==> src/rtl/bin2bcd_pkg.sv <==
// Shared types and constants for the sequential binary-to-BCD converter.
package bin2bcd_pkg;

  // Default geometry: 13-bit magnitude (temperature x10), four display digits
  localparam int W_DEFAULT      = 13;
  localparam int DIGITS_DEFAULT = 4;
  localparam int BCD_W          = 4 * DIGITS_DEFAULT;
  localparam int CNT_W          = $clog2(W_DEFAULT);

  // Converter sequencing states
  typedef enum logic [1:0] {
    IDLE  = 2'd0,
    SHIFT = 2'd1,
    DONE  = 2'd2
  } state_t;

  // One packed BCD digit
  typedef logic [3:0] bcd_digit_t;

  // 10**n as a constant expression, used for the digit-capacity check
  function automatic longint pow10(input int n);
    longint r;
    r = 1;
    for (int i = 0; i < n; i++) begin
      r = r * 10;
    end
    return r;
  endfunction

endpackage

==> src/rtl/bcd_add3.sv <==
// Double-dabble digit corrector: adds 3 to any digit of 5 or more so that the
// following left shift carries correctly into the next decimal digit.
module bcd_add3
  import bin2bcd_pkg::*;
(
  input  bcd_digit_t din,
  output bcd_digit_t dout
);

  // Correct the digit ahead of the shift
  always_comb begin
    dout = din;
    if (din >= 4'd5) begin
      dout = din + 4'd3;
    end
  end

endmodule

==> src/rtl/bin2bcd_seq.sv <==
// Sequential shift-add-3 binary-to-BCD converter. Takes the rounded magnitude
// plus its sign and, W clocks later, presents packed BCD digits and the sign
// together for the seven-segment driver.
//
// Handshake: start is sampled on a rising edge while busy=0 (IDLE or DONE);
// bin and sign_in are captured on that edge. busy is high for exactly W
// cycles while shifting and start is ignored then. done is a single-cycle
// pulse marking bcd/sign_out as newly valid; those outputs hold until the
// next done pulse.
module bin2bcd_seq
  import bin2bcd_pkg::*;
#(
  parameter int W      = W_DEFAULT,
  parameter int DIGITS = DIGITS_DEFAULT
) (
  input  logic                clk,
  input  logic                rst_n,
  input  logic                start,
  input  logic [W-1:0]        bin,
  input  logic                sign_in,
  output logic                busy,
  output logic                done,
  output logic [4*DIGITS-1:0] bcd,
  output logic                sign_out
);

  localparam int SCR_W    = 4 * DIGITS;
  localparam int CNT_BITS = $clog2(W);

  // The digit field must be able to hold the largest W-bit value
  if (pow10(DIGITS) <= ((longint'(1) << W) - 1)) begin : g_digits_too_few
    $error("bin2bcd_seq: DIGITS too small for W");
  end
  if (W < 2) begin : g_w_too_small
    $error("bin2bcd_seq: W must be at least 2");
  end

  state_t               state;
  logic [W-1:0]         bin_q;
  logic [SCR_W-1:0]     scr_q;
  logic [SCR_W-1:0]     scr_cor;
  logic [CNT_BITS-1:0]  cnt_q;
  logic                 sign_q;
  logic [SCR_W+W-1:0]   shift_nxt;

  // One corrector per scratch digit
  for (genvar g = 0; g < DIGITS; g++) begin : g_add3
    bcd_add3 u_add3 (
      .din  (scr_q[4*g +: 4]),
      .dout (scr_cor[4*g +: 4])
    );
  end

  // Corrected scratch and binary register move left together as one word
  assign shift_nxt = {scr_cor, bin_q} << 1;

  // Sequencer: load on start, W correct-then-shift iterations, one done cycle
  always_ff @(posedge clk or negedge rst_n) begin
    if (!rst_n) begin
      state    <= IDLE;
      busy     <= 1'b0;
      done     <= 1'b0;
      bcd      <= '0;
      sign_out <= 1'b0;
      bin_q    <= '0;
      scr_q    <= '0;
      cnt_q    <= '0;
      sign_q   <= 1'b0;
    end else begin
      done <= 1'b0;
      case (state)
        IDLE, DONE: begin
          if (start) begin
            bin_q  <= bin;
            scr_q  <= '0;
            sign_q <= sign_in;
            cnt_q  <= '0;
            busy   <= 1'b1;
            state  <= SHIFT;
          end else begin
            busy  <= 1'b0;
            state <= IDLE;
          end
        end
        SHIFT: begin
          scr_q <= shift_nxt[SCR_W+W-1:W];
          bin_q <= shift_nxt[W-1:0];
          cnt_q <= cnt_q + 1'b1;
          if (cnt_q == CNT_BITS'(W - 1)) begin
            bcd      <= shift_nxt[SCR_W+W-1:W];
            sign_out <= sign_q;
            busy     <= 1'b0;
            done     <= 1'b1;
            state    <= DONE;
          end
        end
        default: begin
          busy  <= 1'b0;
          state <= IDLE;
        end
      endcase
    end
  end

endmodule

==> config.mk <==
export PLATFORM = sky130hd
export DESIGN_NAME = bin2bcd_seq
export DESIGN_NICKNAME = d
export VERILOG_FILES = /design/src/rtl/bin2bcd_pkg.sv /design/src/rtl/bcd_add3.sv /design/src/rtl/bin2bcd_seq.sv
export SDC_FILE = /design/constraint.sdc
export NUM_CORES = 1
export LEC_CHECK = 0
export ABC_AREA = 1
export CORE_UTILIZATION = 50
export DETAILED_ROUTE_END_ITERATION = 16
export PLACE_DENSITY = 0.74
export SLEW_MARGIN = 0
export SYNTH_ARGS = -nofsm -noshare
export SYNTH_HDL_FRONTEND = slang
export SYNTH_SLANG_ARGS = --single-unit
==> constraint.sdc <==
create_clock -name clk -period 1.55 [get_ports clk]
set_input_delay 0.2325 -clock clk [delete_from_list [all_inputs] [get_ports clk]]
set_output_delay 0.2325 -clock clk [all_outputs]
set_load 0.02 [all_outputs]
==> results of run 1 <==
==> how the worst max path moves through the flow <==
stage                  start        end  slack, ns  depth (start not counted)
floorplan           cnt_q[0]    bcd[15]       0.27                          8
global placement       start   bin_q[1]       0.20                          7
detailed placement  scr_q[8]  scr_q[10]       0.17                          8
CTS                  bcd[12]    bcd[12]       0.02                          1
global route         bcd[10]    bcd[10]     0.0002                          1
finish                bcd[2]     bcd[2]       0.05                          1
==> what timing repair did <==
item,4_1_cts,5_1_grt
hold buffers,1,0
endpoints found under the hold margin,54,0
resized for setup,1,6
endpoints found under the setup margin,1,6
==> power groups by stage <==
| stage | registers, mW | logic, mW | clock network [mW] |
|---|---|---|---|
| after floorplan | 2.69 | 2.03 | 0 |
| after global placement | 2.50 | 3.21 | 0 |
| after detailed placement | 2.51 | 3.33 | 0 |
| after CTS | 2.49 | 3.33 | 0.756 |
| after global routing | 2.58 | 3.78 | 0.809 |
| final | 2.49 | 3.31 | 0.732 |
==> area by class of cell <==
cell class,instances,area [um^2]
Clock buffer,7,76.32
Fill cell,434,1704
Inverter,26,100.1
Multi-Input combinational cell,217,1064
Sequential cell,54,1351
Tap cell,67,83.83
Timing Repair Buffer,43,469.2
==> flip-flops by register name (all words and copies together) (netlist names) <==
| register | count |
|---|---|
| bcd | 16 |
| bin_q | 13 |
| scr_q | 16 |
| state | 1 |
| sign_out | 1 |
| done | 1 |
| busy | 1 |
| cnt_q | 4 |
| sign_q | 1 |
==> cells in the final DEF, fill, tap and decap left out, drive strengths merged, types with 2 or more instances in the layout <==
cell           count
o22ai              5
dlymetal6s2s       5
dfrtp             54
inv               26
o21ai             15
nor2               8
clkdlybuf4s50     28
buf                8
ha                10
o211ai             2
nand3             42
clkbuf             7
nand2            124
nand4              8
==> cell families after synthesis <==
kind of cell,Yosys count
adders and majority gates,10
buffers and inverters,35
DFF,54
and+or+nand+nor,183
AOI/OAI and AO/OA,24
==> per-layer routing <==
metal / routed length, um / share of wire [%] / track usage (%) / vias up
li1: - / - / - / 1064
met1: 2298 / 45 / 28.13 / 1008
met2: 2571 / 50 / 38.02 / 52
met3: 171 / 3.3 / 3.978 / 7
met4: 74 / 1.4 / 8.547 / 0
met5: 0 / 0 / 0 / -
==> stage by stage <==
step | instances | area, um^2 | hold WS (ns) | worst slack, ns
global placement | 406 | 3042 | 0.2492 | 0.2018
CTS | 414 | 3127 | 0.4497 | 0.02326
global route | 414 | 3144 | 0.4723 | 0.0002081
detailed placement | 406 | 3042 | 0.2460 | 0.1689
floorplan | 306 | 2584 | -0.06309 | 0.2687
finish | 414 | 3144 | 0.4357 | 0.04842
==> reports/metrics.csv, run 1 <==
stage,metric,value,unit
sta,Max Freq,666.0,MHz
critical_path,Crit path max-delay family,buffers and inverters,
min_path,Hold WC Path Type,in2async,
logic_synthesis,synth warn,0,
clock_tree,Clock Latency Late Sink,0.30,ns
critical_path,crit-path max cell delay,0.60,ns
logic_synthesis,Cells after Synth,306,
critical_path,CP max-delay cell,clkdlybuf4s50_1,
critical_path,Critical path buffers and inverters,1,
critical_path,CP Launch Type,flip-flop,
sta,Tcrit/Tclk final,96.88,%
floorplanning,height of the die,73.89,um
critical_path,CP endpoint kind,output pin,
sta,RSZ-0062 raised after global routing,false,
critical_path,r2r setup slk,0.13,ns
power_and_ir_drop,Cell Pwr Density,2078,nW/um^2
sta,Worst Skew,0.003655,ns
clock_tree,Worst-path clk slew,0.09,ns
power_and_ir_drop,total power,6.534,mW
sta,Hold Fails Final Rpt,0,
logic_synthesis,Yosys top cell by area,dfrtp_1,
detailed_routing,DR iter-0 viols,143,
detailed_routing,Final ANT Viol Nets,0,
power_and_ir_drop,Leak,1.628,nW
logic_synthesis,"Seq/Total Area, Yosys",52.30,%
sta,min cycle time layout,1.502,ns
layout,Nets,374,
logic_synthesis,syn nets,333,
critical_path,worst path arrival time,1.27,ns
power_and_ir_drop,"IR drop worst, VDD",1.116,mV
logic_synthesis,Synth area leaders,"dfrtp_1 52%, nand2_1 18%, nand3_1 7.9%, ha_1 4.8%, inv_1 3.3%",
logic_synthesis,fraction of registers with async set/reset,100.0,%
job,maxcap violations,0,
power_and_ir_drop,sw frac,43.59,%
logic_synthesis,synth cell count leaders,"121 x nand2_1, 54 x dfrtp_1, 41 x nand3_1",
logic_synthesis,syn avg cell area,8.444,um^2
place,IO buf count,35,
grt,total track usage,22.28,%
sta,Final Setup Violations,0,
critical_path,CP max FO,2,
logic_synthesis,dominant synthesized flop cell,dfrtp_1,
grt,antenna violations before repair,0,
logic_synthesis,Synth Area in Compound Gates,5.617,%
grt,grt total ovfl,0,
power_and_ir_drop,Switch Pwr,2.848,mW
place,hpwl dp,3618,um
critical_path,critical path type,reg2out,
clock_tree,Max H-tree Level,2,
clock_tree,Root Driver,clkbuf_8,
layout,final core utilization,64.85,%
clock_tree,# clock sinks,54,
clock_tree,"Setup Fix Bufs, Post-CTS",0,
detailed_routing,routed length per instance,12.36,um
sta,Final TNS setup,0,ns
layout,Area Growth Syn to Fin,21.70,%
grt,vias in the first global route,2120,
critical_path,"Req. time, crit path",1.32,ns
run_status,outcome,"complete, no violations",
grt,largest net degree at the start of global routing,55,
critical_path,cells on worst reg2reg path,8,
power_and_ir_drop,Sequential Power Share,38.1,%
floorplanning,Die Wd,73.89,um
grt,global-route wire length before repair,9252,um
logic_synthesis,multiplexer area fraction after synthesis,0,%
logic_synthesis,most frequent cell after synthesis,nand2_1,
logic_synthesis,post-synthesis xor/xnor area fraction,0,%
floorplanning,core area,4848,um^2
place,Final Wtd Congestion,0.8156,
detailed_routing,via count,2131,
detailed_routing,Vias/cell,5.147,
critical_path,worst reg2reg startpoint,scr_q[8],
sta,slew margin rel.,76.84,%
logic_synthesis,largest family of logic cells by synthesized area,simple AND/OR/NAND/NOR gates,
floorplanning,initial core utilization,53.29,%
sta,Worst-Margin Slew,0.3461,ns
layout,layout cell share with drive strength beyond 1,7.205,%
power_and_ir_drop,Power Internal,3.686,mW
logic_synthesis,top cell type's share of synthesized area,52.30,%
detailed_routing,final wirelength,5115,um
critical_path,crit-path cells,clkdlybuf4s50_1,
power_and_ir_drop,combinational power share,50.7,%
logic_synthesis,Yosys cell types,24,
clock_tree,CTS tree,yes,
clock_tree,Max Root-Sink Buffers,2,
detailed_routing,DRC viols,0,
sta,fin. max-slew vios,0,
logic_synthesis,Post-Synthesis Cell Area,2584,um^2
floorplanning,cell row count,25,
floorplanning,Die Area,5459,um^2
logic_synthesis,Post-synth EDFFs,0,
clock_tree,total CTS buffers,5,
logic_synthesis,Synth Area in Simple Gates,30.51,%
logic_synthesis,synthesized-area fraction occupied by adder cells,4.843,%
floorplanning,# IOs,36,
detailed_routing,router iterations before antenna repair,4,
logic_synthesis,#FFs+latches synth,54,
layout,ANT cells,0,
critical_path,Worst R2R End,scr_q[10],
power_and_ir_drop,Clk pwr share,11.2,%
No activity file was read; power rests on OpenSTA's default activity.
==> run 2: changes to the inputs <==
- CAP_MARGIN: unset -> 0
- CORE_MARGIN: unset -> 2
==> reports/metrics.csv, run 2 (synthesis gave the netlist of run 1 again) <==
stage,metric,value,unit,change
run_status,outcome,"complete, no violations",,unchanged
floorplanning,height of the die,75.89,um,was 73.89 um
grt,global-route wire length before repair,8832,um,was 9252 um
critical_path,Crit path depth,1,,unchanged
sta,Final TNS setup,0,ns,unchanged
critical_path,CP Launch Type,flip-flop,,unchanged
place,Final Wtd Congestion,0.8003,,was 0.8156
layout,Area Growth Syn to Fin,23.24,%,was 21.70%
power_and_ir_drop,Leak,1.715,nW,was 1.628 nW
floorplanning,cell row count,26,,was 25
clock_tree,# clock sinks,54,,unchanged
detailed_routing,router iterations before antenna repair,4,,unchanged
critical_path,Critical path buffers and inverters,1,,unchanged
grt,grt total ovfl,0,,unchanged
detailed_routing,final wirelength,5136,um,was 5115 um
sta,Hold Fails Final Rpt,0,,unchanged
grt,total track usage,20.53,%,was 22.28%
detailed_routing,via count,2137,,"was 2,131"
grt,antenna violations before repair,0,,unchanged
critical_path,Crit path max-delay family,buffers and inverters,,unchanged
layout,layout cell share with drive strength beyond 1,7.184,%,was 7.205%
sta,Max Freq,659.2,MHz,was 666.0 MHz
place,hpwl dp,3559,um,was 3618 um
sta,fin. max-slew vios,0,,unchanged
power_and_ir_drop,sw frac,42.60,%,was 43.59%
floorplanning,Die Area,5759,um^2,was 5459 um^2
critical_path,CP max-delay cell,clkdlybuf4s50_1,,unchanged
clock_tree,Worst-path clk slew,0.09,ns,about the same
power_and_ir_drop,Cell Pwr Density,2097,nW/um^2,was 2078 nW/um^2
detailed_routing,DRC viols,0,,unchanged
layout,ANT cells,0,,unchanged
layout,Filler Cell Count,442,,was 434
clock_tree,Max H-tree Level,2,,unchanged
power_and_ir_drop,Switch Pwr,2.844,mW,was 2.848 mW
sta,Worst Skew,0.005048,ns,was 0.003655 ns
detailed_routing,routed length per instance,12.29,um,was 12.36 um
detailed_routing,DR iter-0 viols,102,,was 143
clock_tree,Max Root-Sink Buffers,2,,unchanged
sta,Final Setup Violations,0,,unchanged
grt,largest net degree at the start of global routing,55,,unchanged
floorplanning,# IOs,36,,unchanged
detailed_routing,Vias/cell,5.112,,was 5.147
floorplanning,core area,5042,um^2,was 4848 um^2
min_path,Hold WC Path Type,in2async,,unchanged
critical_path,cells on worst reg2reg path,8,,unchanged
clock_tree,total CTS buffers,5,,unchanged
sta,min cycle time layout,1.517,ns,was 1.502 ns
detailed_routing,Final ANT Viol Nets,0,,unchanged
power_and_ir_drop,"IR drop worst, VDD",0.8691,mV,was 1.116 mV
sta,Tcrit/Tclk final,97.88,%,was 96.88%
place,IO buf count,35,,unchanged
sta,slew margin rel.,76.00,%,was 76.84%
layout,final core utilization,63.15,%,was 64.85%
layout,most frequent cells in the layout,"121 x nand2_1, 54 x dfrtp_1, 41 x nand3_1",,"was 121 x nand2_1, 54 x dfrtp_1, 40 x nand3_1"
floorplanning,Die Wd,75.89,um,was 73.89 um
critical_path,CP endpoint kind,output pin,,unchanged
power_and_ir_drop,Sequential Power Share,37.3,%,was 38.1%
layout,Nets,374,,unchanged
critical_path,worst path arrival time,1.28,ns,was 1.27 ns
critical_path,critical path type,reg2out,,unchanged
power_and_ir_drop,Clk pwr share,14.0,%,was 11.2%
critical_path,crit-path max cell delay,0.60,ns,about the same
layout,Largest regs,"bcd x16, scr_q x16, bin_q x13",,unchanged
power_and_ir_drop,combinational power share,48.7,%,was 50.7%
critical_path,CP max FO,2,,unchanged
clock_tree,Root Driver,clkbuf_8,,unchanged
floorplanning,initial core utilization,51.24,%,was 53.29%
clock_tree,Clock Latency Late Sink,0.31,ns,was 0.30 ns
critical_path,"Req. time, crit path",1.32,ns,about the same
critical_path,crit-path cells,clkdlybuf4s50_1,,unchanged
layout,"commonest non-fill, non-tap cell in the layout",nand2_1,,unchanged
grt,vias in the first global route,2041,,"was 2,120"
power_and_ir_drop,Power Internal,3.833,mW,was 3.686 mW
clock_tree,CTS tree,yes,,unchanged
sta,RSZ-0062 raised after global routing,false,,unchanged
power_and_ir_drop,total power,6.677,mW,was 6.534 mW
job,maxcap violations,0,,unchanged
sta,Worst-Margin Slew,0.3563,ns,was 0.3461 ns
run 2: cell type report:
type	instances	area (um^2)	share of cell area (%)
clock buffer	7	76.32	2.397
clock inverter	1	30.03	0.9430
inverter	26	100.1	3.143
multi-input combinational	217	1059	33.24
sequential	54	1351	42.44
tap	70	87.58	2.750
timing repair buffer	43	480.5	15.09
run 2: path summary, 6_finish.rpt:
check	slack (ns)	endpoint	start
max reg2reg	0.15	bcd[10]	scr_q[8]
min reg2reg	0.48	bcd[10]	bcd[10]
min	0.43	bcd[11]	rst_n
max	0.03	sign_out	sign_out
min in group clk	0.45	sign_q	sign_in
max in group asynchronous	0.86	bcd[9]	rst_n
run 2: what timing repair did:
action                                  4_1_cts  5_1_grt
hold endpoints to repair                     54        0
gates resized for setup                       2       10
buffers inserted                              0        0
hold buffers                                  1        0
endpoints found under the setup margin        2       10
run 2: layer usage:
metal	GRT usage (%)	wire, um
met1	26.43	2331
met2	33.72	2515
met3	3.968	186
met4	8.967	102
met5	0	0
run 2: power groups by stage:
stage          clock (mW)  sequential [mW]  combinational, mW
4_1_cts             0.960             2.50               3.30
5_1_grt              1.00             2.58               3.72
3_3_place_gp            0             2.51               3.20
6_report            0.936             2.49               3.25
3_5_place_dp            0             2.51               3.30
2_1_floorplan           0             2.69               2.03
run 2: per-stage QoR:
step,std cells,worst slack (ns),cell area (um^2),hold slack [ns]
after detailed placement,409,0.1554,3045,0.2482
after global routing,418,0.002393,3184,0.4811
after CTS,418,0.002200,3159,0.4349
after floorplan,306,0.2687,2584,-0.06309
after global placement,409,0.1926,3045,0.2485
final,418,0.03290,3184,0.4345
